$ cat src/rtl/dpu_mac_pkg.sv
// Shared types and constants for the DPU MAC sequencer and its 2x2 datapath.
package dpu_mac_pkg;

    localparam int ACC_W  = 32;
    localparam int DATA_W = 8;

    // Sequencer states; the encoding is exported on the debug port.
    typedef enum logic [1:0] {
        IDLE  = 2'd0,
        RUN   = 2'd1,
        DRAIN = 2'd2,
        OUT   = 2'd3
    } seq_state_t;

    // One operand beat: weights in row/column order, then activations.
    typedef struct packed {
        logic signed [DATA_W-1:0] w00;
        logic signed [DATA_W-1:0] w01;
        logic signed [DATA_W-1:0] w10;
        logic signed [DATA_W-1:0] w11;
        logic signed [DATA_W-1:0] a0;
        logic signed [DATA_W-1:0] a1;
    } mac2x2_operands_t;

    // Signed DATA_W x DATA_W product, sign-extended to the accumulator width.
    function automatic logic [ACC_W-1:0] sext_prod(
        input logic [DATA_W-1:0] a,
        input logic [DATA_W-1:0] b
    );
        logic [2*DATA_W-1:0] ax;
        logic [2*DATA_W-1:0] bx;
        logic [2*DATA_W-1:0] p;
        ax = {{DATA_W{a[DATA_W-1]}}, a};
        bx = {{DATA_W{b[DATA_W-1]}}, b};
        p  = ax * bx;
        return {{(ACC_W-2*DATA_W){p[2*DATA_W-1]}}, p};
    endfunction

endpackage

$ cat src/rtl/mac_array_2x2.sv
// 2x2 INT8 MAC datapath: on valid, registers acc_in plus the two dot-product
// terms per output channel; done pulses one cycle later with the new sums.
module mac_array_2x2
    import dpu_mac_pkg::*;
(
    input  logic             clk,
    input  logic             rst_n,
    input  logic             valid,
    input  mac2x2_operands_t ops,
    input  logic [ACC_W-1:0] acc_in0,
    input  logic [ACC_W-1:0] acc_in1,
    output logic             done,
    output logic [ACC_W-1:0] acc_out0,
    output logic [ACC_W-1:0] acc_out1
);

    logic [ACC_W-1:0] sum0;
    logic [ACC_W-1:0] sum1;

    // Channel 0 uses weight row 0, channel 1 uses weight row 1; wraps mod 2^32.
    always_comb begin
        sum0 = acc_in0 + sext_prod(ops.w00, ops.a0) + sext_prod(ops.w01, ops.a1);
        sum1 = acc_in1 + sext_prod(ops.w10, ops.a0) + sext_prod(ops.w11, ops.a1);
    end

    // Result registers and done flag; cleared so an aborted job leaves no residue.
    always_ff @(posedge clk or negedge rst_n) begin
        if (!rst_n) begin
            done     <= 1'b0;
            acc_out0 <= '0;
            acc_out1 <= '0;
        end else begin
            done <= valid;
            if (valid) begin
                acc_out0 <= sum0;
                acc_out1 <= sum1;
            end
        end
    end

endmodule

$ cat src/rtl/mac_array_2x2_seq.sv
// Sequencer for the 2x2 INT8 MAC array: accumulates NUM_PAIRS operand beats
// into two 32-bit output channels and hands the sums downstream.
//
// Handshakes: a beat or result transfers on a cycle where valid and ready are
// both high at the rising edge. in_ready depends only on state. Once out_valid
// rises, out_acc0/1 hold steady until the transfer, and out_valid drops the cycle
// after it.
module mac_array_2x2_seq
    import dpu_mac_pkg::*;
#(
    parameter int CNT_W = 16
) (
    input  logic               clk,
    input  logic               rst,
    input  logic               start,
    input  logic [CNT_W-1:0]   num_pairs,
    input  logic [ACC_W-1:0]   acc_init0,
    input  logic [ACC_W-1:0]   acc_init1,
    input  logic               in_valid,
    output logic               in_ready,
    input  logic [DATA_W-1:0]  in_w00,
    input  logic [DATA_W-1:0]  in_w01,
    input  logic [DATA_W-1:0]  in_w10,
    input  logic [DATA_W-1:0]  in_w11,
    input  logic [DATA_W-1:0]  in_a0,
    input  logic [DATA_W-1:0]  in_a1,
    output logic               out_valid,
    input  logic               out_ready,
    output logic [ACC_W-1:0]   out_acc0,
    output logic [ACC_W-1:0]   out_acc1,
    output logic               busy,
    output seq_state_t         fsm_state
);

    seq_state_t       state;
    seq_state_t       next_state;
    logic [CNT_W-1:0] cnt;
    logic [ACC_W-1:0] acc_r0;
    logic [ACC_W-1:0] acc_r1;
    logic             fire;
    logic             last_beat;
    logic             launch;

    mac2x2_operands_t ops;
    logic             arr_rst_n;
    logic             arr_done;
    logic [ACC_W-1:0] arr_acc_in0;
    logic [ACC_W-1:0] arr_acc_in1;
    logic [ACC_W-1:0] arr_acc_out0;
    logic [ACC_W-1:0] arr_acc_out1;

    assign fire      = in_valid & in_ready;
    assign last_beat = fire && (cnt == CNT_W'(1));
    assign launch    = (state == IDLE) && start;
    assign arr_rst_n = ~rst;

    // Operands go straight from the input ports into the array.
    assign ops.w00 = in_w00;
    assign ops.w01 = in_w01;
    assign ops.w10 = in_w10;
    assign ops.w11 = in_w11;
    assign ops.a0  = in_a0;
    assign ops.a1  = in_a1;

    // Bypass the freshest sum while acc_r is still one cycle behind it.
    assign arr_acc_in0 = arr_done ? arr_acc_out0 : acc_r0;
    assign arr_acc_in1 = arr_done ? arr_acc_out1 : acc_r1;

    assign out_acc0  = acc_r0;
    assign out_acc1  = acc_r1;
    assign fsm_state = state;

    mac_array_2x2 u_array (
        .clk      (clk),
        .rst_n    (arr_rst_n),
        .valid    (fire),
        .ops      (ops),
        .acc_in0  (arr_acc_in0),
        .acc_in1  (arr_acc_in1),
        .done     (arr_done),
        .acc_out0 (arr_acc_out0),
        .acc_out1 (arr_acc_out1)
    );

    // State register.
    always_ff @(posedge clk or posedge rst) begin
        if (rst) begin
            state <= IDLE;
        end else begin
            state <= next_state;
        end
    end

    // Next-state logic; start is only looked at in IDLE.
    always_comb begin
        next_state = state;
        case (state)
            IDLE:    if (start) next_state = (num_pairs != '0) ? RUN : OUT;
            RUN:     if (last_beat) next_state = DRAIN;
            DRAIN:   next_state = OUT;
            OUT:     if (out_ready) next_state = IDLE;
            default: next_state = IDLE;
        endcase
    end

    // Handshake and status outputs are pure functions of state.
    always_comb begin
        in_ready  = 1'b0;
        out_valid = 1'b0;
        busy      = 1'b1;
        case (state)
            IDLE:    busy      = 1'b0;
            RUN:     in_ready  = 1'b1;
            OUT:     out_valid = 1'b1;
            default: ;
        endcase
    end

    // Remaining-beat counter: loaded at launch, stepped down on each accepted beat.
    always_ff @(posedge clk or posedge rst) begin
        if (rst) begin
            cnt <= '0;
        end else if (launch) begin
            cnt <= num_pairs;
        end else if ((state == RUN) && fire) begin
            cnt <= cnt - CNT_W'(1);
        end
    end

    // Accumulators: seeded at launch, then follow every completed array beat.
    always_ff @(posedge clk or posedge rst) begin
        if (rst) begin
            acc_r0 <= '0;
            acc_r1 <= '0;
        end else if (launch) begin
            acc_r0 <= acc_init0;
            acc_r1 <= acc_init1;
        end else if (arr_done) begin
            acc_r0 <= arr_acc_out0;
            acc_r1 <= arr_acc_out1;
        end
    end

endmodule

$ cat config.mk
export PLATFORM = sky130hd
export DESIGN_NAME = mac_array_2x2_seq
export DESIGN_NICKNAME = d
export VERILOG_FILES = /design/src/rtl/dpu_mac_pkg.sv /design/src/rtl/mac_array_2x2.sv /design/src/rtl/mac_array_2x2_seq.sv
export SDC_FILE = /design/constraint.sdc
export NUM_CORES = 1
export LEC_CHECK = 0
export CORE_MARGIN = 1.5
export CORE_UTILIZATION = 46
export CTS_CLUSTER_DIAMETER = 200
export CTS_CLUSTER_SIZE = 10
export DETAILED_ROUTE_END_ITERATION = 10
export GPL_ROUTABILITY_DRIVEN = 1
export HOLD_SLACK_MARGIN = 0.08
export PLACE_DENSITY = 0.69
export SETUP_SLACK_MARGIN = 0.05
export SLEW_MARGIN = 20
export SYNTH_ARGS = -nofsm -noshare
export SYNTH_HDL_FRONTEND = slang
export SYNTH_SLANG_ARGS = --single-unit
$ cat constraint.sdc
create_clock -name clk -period 4.9 [get_ports clk]
set_clock_uncertainty 0.15 [all_clocks]
set_input_delay 0.98 -clock clk [delete_from_list [all_inputs] [get_ports clk]]
set_output_delay 0.98 -clock clk [all_outputs]
set_load 0.005 [all_outputs]
==> impl_results.md <==
- Status: finished with violations
- Failing checks: negative setup slack
- Synth cell types: 74
- Final WS setup: -2.32 ns
- Fill cell count: between 3000 and 4000
- Area Growth Syn to Fin: 47.3%
- Layout Utilization: 69.0%
- H-tree depth: 4
- WL final: 61.5 mm
- Core box area: 44400 sq um
- Sequential element share of the synthesized area: 17.7%
- Layout Nets: ~3500
- Final TNS setup: -90.32 ns
- Synth Net Count: between 2000 and 3000
- Max Fclk: between 100 and 150 MHz
- Die W: 216 microns
- Hold-critical path endpoint: u_array.acc_out1[18]$_DFFE_PP0P_
- Critical path class: in -> reg
- Buf/Inv on CP: 5
- Total CTS buffers: 17
- Synth Register Bits: 147
- Final setup vio count: 53
- Root Buffer: clkbuf_16
- TritonCTS Sinks: ~150
- Worst reg2reg path endpoint: u_array.acc_out0[28]$_DFFE_PP0P_
- Share of layout cells above drive strength 1: between 30% and 40%
- Hold Path Cell Cnt: 2
- CP required: 5.10 ns
- Least-Margin Pin Slew: about 0.94 ns
- Post-synth top area cell: fa_1
- Antenna violations before repair: 0
- Syn_area_per_cell: 9.13 sq um
- Initial Util: 46.8%
- # port buffers: between 200 and 250
- Hpwl dp: 48.7 mm
- Slew HR: a little under two fifths
- Bufs on Longest Clock Path: 2
- Final ANT Viol Nets: 0
- R2r worst-path depth: 13
- Router iterations before antenna repair: 5
- Diodes inserted: 0
- Prevailing post-synth register cell: dfrtp_1
- # IOs: just over 200
- Die Y: approximately 220 microns
- Period utilisation layout: 147%
- Final Non-Filler Cells: between 3000 and 4000
- Clock transition at path regs: 0.07 ns
- Crit-path max FO: 8
- CP max stage cell: fa_1
- Worst min-delay path startpoint: u_array.acc_out1[18]$_DFFE_PP0P_
- CP Data Arrival Time: 7.42 ns
- CP Capture Type: flop
- Final slew viol count: 0
- CP delay by family, top: adder cells
- # Max-Cap Violations: 0
- All-Layer GR Usage: around a quarter
- RSZ-0062 raised after global routing: true
- Final hold vios: 0
- Vias in the first global route: 19900
- Share of the synthesized area in the top cell type: ~24%
- Dpl cell area: 27400 sq um
- Post-synth design cell area: around 21000 sq um
- Post-Place Cells: 3425
- Pin count of the biggest net entering global routing: 92
- R2r setup slk: 0.50 ns
- Hold buffers post-CTS: 0
- Slowest stage delay, CP: roughly 0.55 ns
- DR iter-0 viols: ~900
- Routed wire per std cell: 17.3 microns
- Async SR Flop Fraction: 100%
- Crit start category: primary input
- Clock Latency Late Sink: 0.44 ns
- CTS tree: done
- Grt ovf: 0
- FF-to-FF Start: u_array.done$_DFF_PP0_
- First-pass GRT wire length: 99.8 mm
- GP Congestion: 0.929
- DR vias/cell: 5.16
- Post-route DRC: 0
- Vias after detailed routing: 18300
- Post-synth EDFFs: 0
- Ys Warns: 0
- Num rows: just under 80
- Ranking of synthesized cells by area: fa_1 24%, dfrtp_1 18%, ha_1 13%
- Min Tclk post-route: approximately 7.2 ns
- Die ar.: 46500 sq um
- Gate Count Post-Synth: 2278
- Finished Cell Area: 30600 sq um
- Min-delay worst type: reg -> reg
## kinds of logic (layout without fill, tap and decap cells)
group	after synthesis	after routing	synth area share, %
compound gates	399	399	11.9
xor+xnor	159	159	6.70
fa+ha+maj	467	467	37.2
buf+inv	436	1111	7.90
flops	147	147	17.7
mux	91	91	4.63
simple gates	579	579	14.0
## worst max-delay path by stage
stage                     depth (start not counted)  slack, ns      start                               end
after floorplan                                  29      -2.28  in_w01[3]  u_array.acc_out0[29]$_DFFE_PP0P_
after CTS                                        31      -2.33   in_a1[4]  u_array.acc_out1[28]$_DFFE_PP0P_
after global placement                           29      -3.10   in_a1[3]  u_array.acc_out0[29]$_DFFE_PP0P_
after global routing                             31      -2.60   in_a1[4]  u_array.acc_out1[28]$_DFFE_PP0P_
final                                            30      -2.32   in_a1[1]  u_array.acc_out1[28]$_DFFE_PP0P_
after detailed placement                         30      -3.26   in_a1[7]  u_array.acc_out1[29]$_DFFE_PP0P_
## cell usage after synthesis (4+ instances only)
cell type / number
inv_1: 375
fa_1: 253
ha_1: 214
nand2_1: 178
and2_1: 158
dfrtp_1: 147
a21oi_1: 145
nor2_1: 114
o21ai_0: 94
xnor2_1: 88
xor2_1: 71
o21bai_1: 50
clkbuf_1: 49
mux2i_1: 49
mux2_2: 42
a21o_1: 28
nor3_1: 22
nand3_1: 21
nand2b_1: 15
and3_1: 14
a31oi_1: 13
a211oi_1: 9
or3_1: 9
o21a_1: 8
nand4_1: 7
nor4_1: 7
o31ai_1: 7
or2_2: 7
buf_1: 6
nor2b_1: 6
buf_2: 5
a21boi_0: 4
nor3b_1: 4
o21ai_1: 4
or4_1: 4
## placed cells by master, fill, tap and decap left out, types with 27 or more instances in the layout
| cell type | netlist | final |
|---|---|---|
| mux2_2 | 42 | 42 |
| and2_4 | 1 | 46 |
| a21o_1 | 28 | 28 |
| xnor2_1 | 88 | 50 |
| clkdlybuf4s50_1 | 0 | 153 |
| a21oi_1 | 145 | 88 |
| o21bai_1 | 50 | 45 |
| fa_1 | 253 | 240 |
| inv_2 | 0 | 52 |
| buf_4 | 0 | 389 |
| dfrtp_1 | 147 | 146 |
| and2_1 | 158 | 113 |
| inv_1 | 375 | 319 |
| buf_6 | 0 | 111 |
| mux2i_1 | 49 | 49 |
| ha_1 | 214 | 136 |
| ha_4 | 0 | 63 |
| o21ai_1 | 4 | 43 |
| a21oi_2 | 3 | 49 |
| nor2_1 | 114 | 106 |
| o21ai_2 | 0 | 27 |
| nand2_1 | 178 | 152 |
| xor2_1 | 71 | 58 |
## timing repair
| item | 4_1_cts | 5_1_grt |
|---|---|---|
| resized for setup | 445 | 179 |
| setup buffers | 78 | 33 |
| pin swaps | 239 | 180 |
| setup endpoints to repair | 56 | 54 |
| cloned | 1 | 0 |
## area by class of cell
cell class / instances / area, sq um / area share, %
well taps: 592 / 741 / 2.42
multi-input cells: 1695 / 18000 / 58.6
flip-flops and latches: 147 / 3680 / 12.0
inverters: 376 / 1420 / 4.64
clock inverters: 15 / 206 / 0.674
repair buffers: 703 / 6190 / 20.2
clock buffers: 17 / 425 / 1.39
## sequential cells by signal, summed over array words and instances, names as in the netlist
register and flops:
u_array.done 1, cnt 16, out_acc1 32, u_array.acc_out0 32, fsm_state 2, out_acc0 32
u_array.acc_out1 32
## worst min-delay path, stage by stage, from the launching register on
cell,delay (ns)
dfrtp_1,0.35
nand2_1,0.05
nand2_1,0.05
## per-stage QoR
step	worst slack, ns	hold WS, ns
after floorplan	-2.28	0.288
after global placement	-3.10	0.300
after detailed placement	-3.26	0.313
after CTS	-2.33	0.335
after global routing	-2.60	0.353
final	-2.32	0.332
## metal layers
layer  up-vias  GRT usage [%]  wire [microns]
met1      9135           33.5           26100
met2       378           48.8           31800
met5         -              0               0
li1       8692              -               -
met4         0           6.71            1520
met3        89           2.16            1990
Power is left out: the tool's default activity adds up to more than one toggle a clock period on the data nets, which glitch-free logic cannot reach.
